===== src/rtl/dsp_fixed_pkg.sv =====
// Shared fixed-point types and checker state encoding for the DSP vector
// checker slice.
//   FX_WIDTH / FX_FRAC : Q3.12 sample format (4096 = 1.0)
//   fixed_t            : signed fixed-point sample
//   vec_t              : one self-test vector {x, y, expected z}
//   chk_state_t        : checker FSM states
package dsp_fixed_pkg;

  localparam int unsigned FX_WIDTH = 16;
  localparam int unsigned FX_FRAC  = 12;

  typedef logic signed [FX_WIDTH-1:0] fixed_t;

  typedef struct packed {
    fixed_t x;
    fixed_t y;
    fixed_t z;
  } vec_t;

  typedef enum logic [1:0] {
    S_IDLE,
    S_RUN,
    S_DRAIN,
    S_DONE
  } chk_state_t;

endpackage


===== src/rtl/dsp_expect_pipe.sv =====
// Expectation delay line: carries {valid, expected z, vector index} alongside
// the DUT pipeline so each expectation meets its DUT result.
//   clock, reset      : clock and synchronous active-low reset (flushes valids)
//   in_valid/exp/idx  : expectation entering the line
//   out_valid/exp/idx : expectation LATENCY cycles later (LATENCY=0: wire)
module dsp_expect_pipe
  import dsp_fixed_pkg::*;
#(
  parameter int unsigned LATENCY = 1,
  parameter int unsigned WIDTH   = FX_WIDTH,
  parameter int unsigned AW      = 3
) (
  input  logic             clock,
  input  logic             reset,
  input  logic             in_valid,
  input  logic [WIDTH-1:0] in_exp,
  input  logic [AW-1:0]    in_idx,
  output logic             out_valid,
  output logic [WIDTH-1:0] out_exp,
  output logic [AW-1:0]    out_idx
);

  if (LATENCY == 0) begin : g_pass
    assign out_valid = in_valid;
    assign out_exp   = in_exp;
    assign out_idx   = in_idx;
  end else begin : g_pipe
    logic             vld   [LATENCY];
    logic [WIDTH-1:0] exp_q [LATENCY];
    logic [AW-1:0]    idx_q [LATENCY];

    always_ff @(posedge clock) begin
      if (!reset) begin
        for (int unsigned s = 0; s < LATENCY; s++) vld[s] <= 1'b0;
      end else begin
        vld[0] <= in_valid;
        for (int unsigned s = 1; s < LATENCY; s++) vld[s] <= vld[s-1];
      end
    end

    // Payload needs no reset: it is qualified by the valid bits.
    always_ff @(posedge clock) begin
      exp_q[0] <= in_exp;
      idx_q[0] <= in_idx;
      for (int unsigned s = 1; s < LATENCY; s++) begin
        exp_q[s] <= exp_q[s-1];
        idx_q[s] <= idx_q[s-1];
      end
    end

    assign out_valid = vld[LATENCY-1];
    assign out_exp   = exp_q[LATENCY-1];
    assign out_idx   = idx_q[LATENCY-1];
  end

endmodule


===== config.mk =====
export PLATFORM = sky130hd
export DESIGN_NAME = dsp_expect_pipe
export DESIGN_NICKNAME = d
export VERILOG_FILES = /design/src/rtl/dsp_fixed_pkg.sv /design/src/rtl/dsp_expect_pipe.sv
export SDC_FILE = /design/constraint.sdc
export NUM_CORES = 1
export LEC_CHECK = 0
export BUFFER_PORTS_ARGS = -buffer_cell sky130_fd_sc_hd__buf_2
export CAP_MARGIN = 10
export CORE_UTILIZATION = 31
export DETAILED_ROUTE_END_ITERATION = 12
export GPL_TIMING_DRIVEN = 0
export PLACE_DENSITY = 0.72
export SETUP_SLACK_MARGIN = 0.3
export SLEW_MARGIN = 20
export SYNTH_ARGS = -nofsm -noshare
export SYNTH_HDL_FRONTEND = slang
export SYNTH_SLANG_ARGS = --single-unit

===== constraint.sdc =====
create_clock -name clock -period 0.8 [get_ports clock]
set_clock_uncertainty 0.2 [all_clocks]
set_input_delay 0.04 -clock clock [delete_from_list [all_inputs] [get_ports clock]]
set_output_delay 0.04 -clock clock [all_outputs]
set_load 0.05 [all_outputs]

== Word-level counts from Yosys, hierarchy flattened ==
Memories as Yosys holds them, arrays and structs flattened.
Index checks and enable logic that the tools add are counted.

* $add $sub $neg: 0
* Multipliers: 0
* Divide/modulo/power cells: 0
* Magnitude comparators: 0
* Equality and inequality tests: 0
* Shift-type cells: 0
* Muxes and demuxes: 4
* Bitwise logic cells: 0
* Reductions and logical operators: 1

{| class="wikitable"
|+ Operator list
! operator !! number
|-
| $mux W1 || 4
|-
| $reduce_or A1 Y1 || 1
|}

* Flip-flop bits (word level): 0
* Latch bits: 0
* Bits in writable memories: 20
* Bits in read-only memories: 0
* Input bits: 22
* Output and inout bits: 20
* Logic and storage cells: 8
* Memories: 3

{| class="wikitable"
|+ Memories
! memory !! words !! width !! read ports !! clocked after memory_dff !! wr ports !! RTL line !! RTL
|-
| g_pipe.exp_q || 1 || 16 || 1 || 0 || 1 || dsp_expect_pipe.sv:29 || <nowiki>logic [WIDTH-1:0] exp_q [LATENCY];</nowiki>
|-
| g_pipe.idx_q || 1 || 3 || 1 || 0 || 1 || dsp_expect_pipe.sv:30 || <nowiki>logic [AW-1:0] idx_q [LATENCY];</nowiki>
|-
| g_pipe.vld || 1 || 1 || 1 || 0 || 1 || dsp_expect_pipe.sv:28 || <nowiki>logic vld [LATENCY];</nowiki>
|}

== Logic depth before layout (Yosys ltp) ==
Gate-level depths: netlist of run 1.

* Depth after elaboration: 3
* Depth in mapped cells: 1
* Gate-level depth less buffers: 1

== Worst setup path after synthesis of run 1 ==
Ideal clock, no wire load.

* Path kind: register to output
* From: memory g_pipe.exp_q[0][0] (netlist bit)
* To: output port out_exp[0]
* Arrival time: 0.587 ns
* Data required time: 0.560 ns
* Slack: -0.027 ns
* Stages on the path, launching flop included: 1
* Buffers on the path: 0
* Cells stage by stage: dfxtp_1

* Cells in the longest elaborated chain, start to end: 1

{| class="wikitable"
|+ Ends and longest elaborated chain
! element !! RTL line !! RTL
|-
| from (decl) || dsp_expect_pipe.sv:29 ||
|-
| $mem_v2 Z1 W16 || - ||
|-
| to (decl) || dsp_expect_pipe.sv:19 || <nowiki>output logic [WIDTH-1:0] out_exp,</nowiki>
|}

No other way between the ends.

== Final worst setup path of run 1 ==
* From: memory g_pipe.exp_q[0][13] (netlist bit)
* To: output port out_exp[13]

Same word-level chain as after synthesis.

==> impl_metrics.tcl, run 1 <==
set metrics [dict create \
    cts_max_level 1 \
    finalSetupViolations 20 \
    cts_sinks 20 \
    syn_area_per_cell_um2 19.4 \
    yosysTopAreaCell "dfxtp_1" \
    vias_per_cell 3.96 \
    drv_cap 0 \
    n_fill_cell 63 \
    busiest_layer "met2" \
    dr.pass1.iters 4 \
    synth_area_um2 407 \
    grt_use_met3 0.0233 \
    max_stage_delay_ns 0.36 \
    ir_worst_vdd_uv 1690 \
    hold_viol 20 \
    path_cells "buf_8" \
    grtUsageMet1 0.224 \
    utilization 0.805 \
    yosys_warnings 0 \
    cts_root_buf "clkbuf_4" \
    status "complete, but fails checks" \
    cts_inserted_buffers 3 \
    stdcell_area_um2 931 \
    drive_above_1_share 0.970 \
    clk_pin_slew_worst_paths_ns 0.10 \
    postCtsSetupBuffers 0 \
    use_met2 0.301 \
    synth-seq-area-share 0.985 \
    worstSetupEndpointType "output port" \
    placed_area_um2 704 \
    period_needed_ns 1.03 \
    holdPathEnd "g_pipe.exp_q[0][14]$_DFF_P_" \
    drv_slew 0 \
    synth_top_flop_cell "dfxtp_1" \
    finalSetupTns_ns -4.52 \
    cts_buffer_depth 2 \
    area_growth_pct 129 \
    vias 317 \
    drt_iter0_drc 3 \
    crit_required_ns 0.56 \
    dieArea_mm2 0.00146 \
    max_slew_margin 0.930 \
    synthArstFlopShare 0 \
    syn-num-nets 43 \
    drtAntennaViolNets 0 \
    holdWs_ns -0.357 \
    min_from "in_exp[14]" \
    ios 42 \
    place_inst 76 \
    yosys-top-cells-count "20 x dfxtp_1, 1 x and2_1" \
    antenna_cells 0 \
    dp_slack_ns -0.0131 \
    synth_edf_count 0 \
    start_util 0.352 \
    die_h_um 38.2 \
    core-area_mm2 0.00116 \
    grt_first_pass_wirelength_um 1690 \
    drc_errors 0 \
    hold_depth 1 \
    globalplace.congestion 0.608 \
    synth_area_leaders "dfxtp_1 98%, and2_1 1.5%" \
    critical_path_class "reg -> out" \
    hold_path_class "in -> reg" \
    finalWorstSetupSlack_ns -0.233 \
    yosysTopAreaCellShare 0.985 \
    nNetsFinal 89 \
    cp_data_arrival_time_ns 0.79 \
    grt.total_usage 0.186 \
    wl_per_cell_um 14.6 \
    crit_family "flip-flops" \
    grt_antenna_before_repair 0 \
    violations "hold timing, setup timing" \
    start_kind "flip-flop" \
    power.density_mw_per_mm2 2060 \
    yosys_register_bits 20 \
    io_buffers 41 \
    stdcell_count 80 \
    crit_buf_inv 1 \
    synthCells 21 \
    leakage_nw 0.425 \
    yosys.cell_count.top_type "dfxtp_1" \
    worstPathMaxFanout 1 \
    synth.distinct_cells 2 \
    rows 12 \
    power.total_mw 1.91 \
    grt_max_degree 12 \
    grt_pass1_vias 342 \
    cp_slowest_cell "dfxtp_4" \
    tritoncts "yes" \
    max_slew.worst_pin.slew_ns 0.105 \
    fmax_mhz 968 \
    wl_um 1160 \
    grt_setup_unrepaired "true" \
    period_share 1.29 \
    die_w_um 38.2 \
    gr-total-overflow 0 \
]
worst max-delay path by stage:
stage / endpoint / cells past startpoint / start
after CTS: out_idx[0] / 1 / g_pipe.idx_q[0][0]$_DFF_P_
after global routing: out_exp[11] / 1 / g_pipe.exp_q[0][11]$_DFF_P_
after detailed placement: out_exp[3] / 1 / g_pipe.exp_q[0][3]$_DFF_P_
final: out_exp[13] / 1 / g_pipe.exp_q[0][13]$_DFF_P_
after global placement: out_valid / 1 / g_pipe.vld[0]$_DFF_P_
after floorplan: out_exp[0] / 0 / g_pipe.exp_q[0][0]$_DFF_P_
report_power, final:
part	internal [mW]	leakage (nW)	switching, mW	total, mW
sequential	1.02	0.176	0.0355	1.06
combinational	0.177	0.234	0.225	0.401
clock	0.181	0.0154	0.275	0.457
total	1.38	0.425	0.536	1.91
per-layer routing:
metal | routed length (um) | vias to the layer above
met5 | 0 | -
met4 | 0 | 0
met3 | 11 | 0
met2 | 686 | 5
met1 | 466 | 160
li1 | - | 152
state kept, by name, summed over array words and instances, names as in the netlist:
signal and flops:
g_pipe.exp_q 16, g_pipe.idx_q 3, g_pipe.vld 1
cells in the final DEF (no fill, tap or decap):
cell      Yosys  final
buf_8         0     20
and2_1        1      1
clkbuf_4      0      3
buf_2         0     21
clkinv_1      0      1
dfxtp_4       0     20
timing repair:
item | CTS | global route
pin swaps | 0 | 0
resized for setup | 60 | 0
hold endpoints to repair | 20 | 20
setup endpoints to repair | 20 | 20
layout make-up:
class | count | area [um2] | share of cell area
well taps | 14 | 17.5 | 0.0188
repair buffers | 41 | 405 | 0.435
multi-input cells | 1 | 6.26 | 0.00672
flip-flops and latches | 20 | 475 | 0.511
clock inverters | 1 | 3.75 | 0.00403
clock buffers | 3 | 22.5 | 0.0242
cell families after synthesis:
group,Yosys count,synth area share
DFF,20,0.985
and+or+nand+nor,1,0.0154
(Power assumes the default switching activity.)
==> run 2, diff against run 1 <==
- CORE_MARGIN: not set -> 4
==> run 2 against run 1 <==
Effect of this change:
- the run still ends with hold timing, setup timing left
- clock power down 7.9%
- cell count down 1.3%
- critical path depth unchanged
- routed wire length down 28%
- global-route usage down 9.0 points
- power down 2.4%
- hold slack better by 0.010 ns
- maximum frequency up 1.7%
- worst setup slack better by 0.018 ns
- first-iteration DRC count unchanged
- count of clock-buffer cells in the layout unchanged
- critical path type unchanged
==> impl_metrics.tcl, run 2 (synthesis gave the netlist of run 1 again) <==
set metrics [dict create \
    drt_iter0_drc 3 \
    period_needed_ns 1.02 \
    core-area_mm2 0.00117 \
    ir_worst_vdd_uv 1200 \
    place_inst 76 \
    grt.total_usage 0.0960 \
    leakage_nw 0.423 \
    globalplace.congestion 0.662 \
    cts_max_level 1 \
    drv_cap 0 \
    reg.largest.list "g_pipe.exp_q (16), g_pipe.idx_q (3), g_pipe.vld (1)" \
    status "complete, but fails checks" \
    grt_pass1_vias 328 \
    cts_root_buf "clkbuf_4" \
    regArea_um2 475 \
    multi_input_area_um2 6.26 \
    drc_errors 0 \
    largest_reg_flops 16 \
    crit_required_ns 0.56 \
    grt_setup_unrepaired "true" \
    utilization 0.792 \
    grt_antenna_before_repair 0 \
    power.total_mw 1.87 \
    nNetsFinal 89 \
    p_clk_frac 0.225 \
    postCtsSetupBuffers 0 \
    p_int_mw 1.37 \
    cts_inserted_buffers 3 \
    cp_slowest_cell "dfxtp_4" \
    min_from "in_exp[2]" \
    start_kind "flip-flop" \
    dieArea_mm2 0.00195 \
    dr.pass1.iters 2 \
    die_w_um 44.2 \
    critical_path_class "reg -> out" \
    rows 12 \
    n_fill_cell 72 \
    cts_sinks 20 \
    hold_viol 20 \
    tritoncts "yes" \
    layout_commonest_cell "buf_2" \
    crit_family "flip-flops" \
    cts_buffer_depth 2 \
    switching_share 0.266 \
    die_h_um 44.2 \
    p_sw_mw 0.497 \
    final_cell_mix "21 x buf_2, 20 x dfxtp_4, 20 x buf_8" \
    worstPathMaxFanout 1 \
    wl_um 843 \
    vias_per_cell 4.00 \
    p_comb_frac 0.211 \
    io_buffers 41 \
    max_stage_delay_ns 0.35 \
    ios 42 \
    finalWorstSetupSlack_ns -0.216 \
    sequentialPowerShare 0.564 \
    path_cells "buf_8" \
    antenna_cells 0 \
    drive_above_1_share 0.985 \
    vias 316 \
    cp_data_arrival_time_ns 0.78 \
    startpoint "g_pipe.exp_q[0][14]$_DFF_P_" \
    gr-total-overflow 0 \
    crit_buf_inv 1 \
    clk_pin_slew_worst_paths_ns 0.09 \
    period_share 1.27 \
    grt_max_degree 11 \
    worstSetupEndpointType "output port" \
    max_slew.worst_pin.slew_ns 0.0924 \
    start_util 0.347 \
    stdcell_count 79 \
    drv_slew 0 \
    violations "hold timing, setup timing" \
    finalSetupViolations 20 \
    max_slew_margin 0.938 \
    hold_path_class "in -> reg" \
    drtAntennaViolNets 0 \
    regMostFlops "g_pipe.exp_q" \
    holdWs_ns -0.347 \
    area_growth_pct 128 \
    grt_first_pass_wirelength_um 1300 \
    fmax_mhz 985 \
    power.density_mw_per_mm2 2010 \
    wl_per_cell_um 10.7 \
]
[run 2: changes by cell type in the layout (fill, tap and decap cells not counted)]
cell / delta
clkinv_1: -1
[run 2: worst paths after layout]
path,end,slack [ns],depth (start not counted)
max,out_exp[14],-0.22,1
min,g_pipe.exp_q[0][2]$_DFF_P_,-0.35,1
[run 2: power by group through the flow]
stage          combinational (mW)  clock, mW  sequential, mW
6_report                    0.394      0.421            1.05
5_1_grt                     0.408      0.501            1.06
3_5_place_dp                0.293          0            1.05
4_1_cts                     0.398      0.454            1.05
3_3_place_gp                0.290          0            1.05
2_1_floorplan             0.00158          0            1.25
[run 2: area by class of cell]
| class | count | area share |
|---|---|---|
| multi-input combinational | 1 | 0.00675 |
| sequential | 20 | 0.513 |
| clock buffer | 3 | 0.0243 |
| tap | 14 | 0.0189 |
| timing repair buffer | 41 | 0.437 |
[run 2: metal layers]
layer / vias up / global-route usage / share of wire
met5: - / 0 / 0
met4: 0 / 0.0904 / 0
met3: 0 / 0.0366 / 0.15
met2: 25 / 0.166 / 0.57
met1: 139 / 0.0833 / 0.28
li1: 152 / - / -
[run 2: through the flow]
step / instance area, um2 / setup WS, ns / TNS [ns]
floorplan: 482 / 0.152 / 0
global placement: 704 / 0.000539 / 0
detailed placement: 704 / -0.00679 / -0.0176
CTS: 927 / -0.236 / -4.60
global route: 927 / -0.264 / -5.05
finish: 927 / -0.216 / -4.24
[run 2: what timing repair did]
| item | 4_1_cts | 5_1_grt |
|---|---|---|
| cloned | 0 | 0 |
| endpoints found under the hold margin | 20 | 20 |
| setup endpoints to repair | 20 | 20 |
| resized for setup | 60 | 0 |
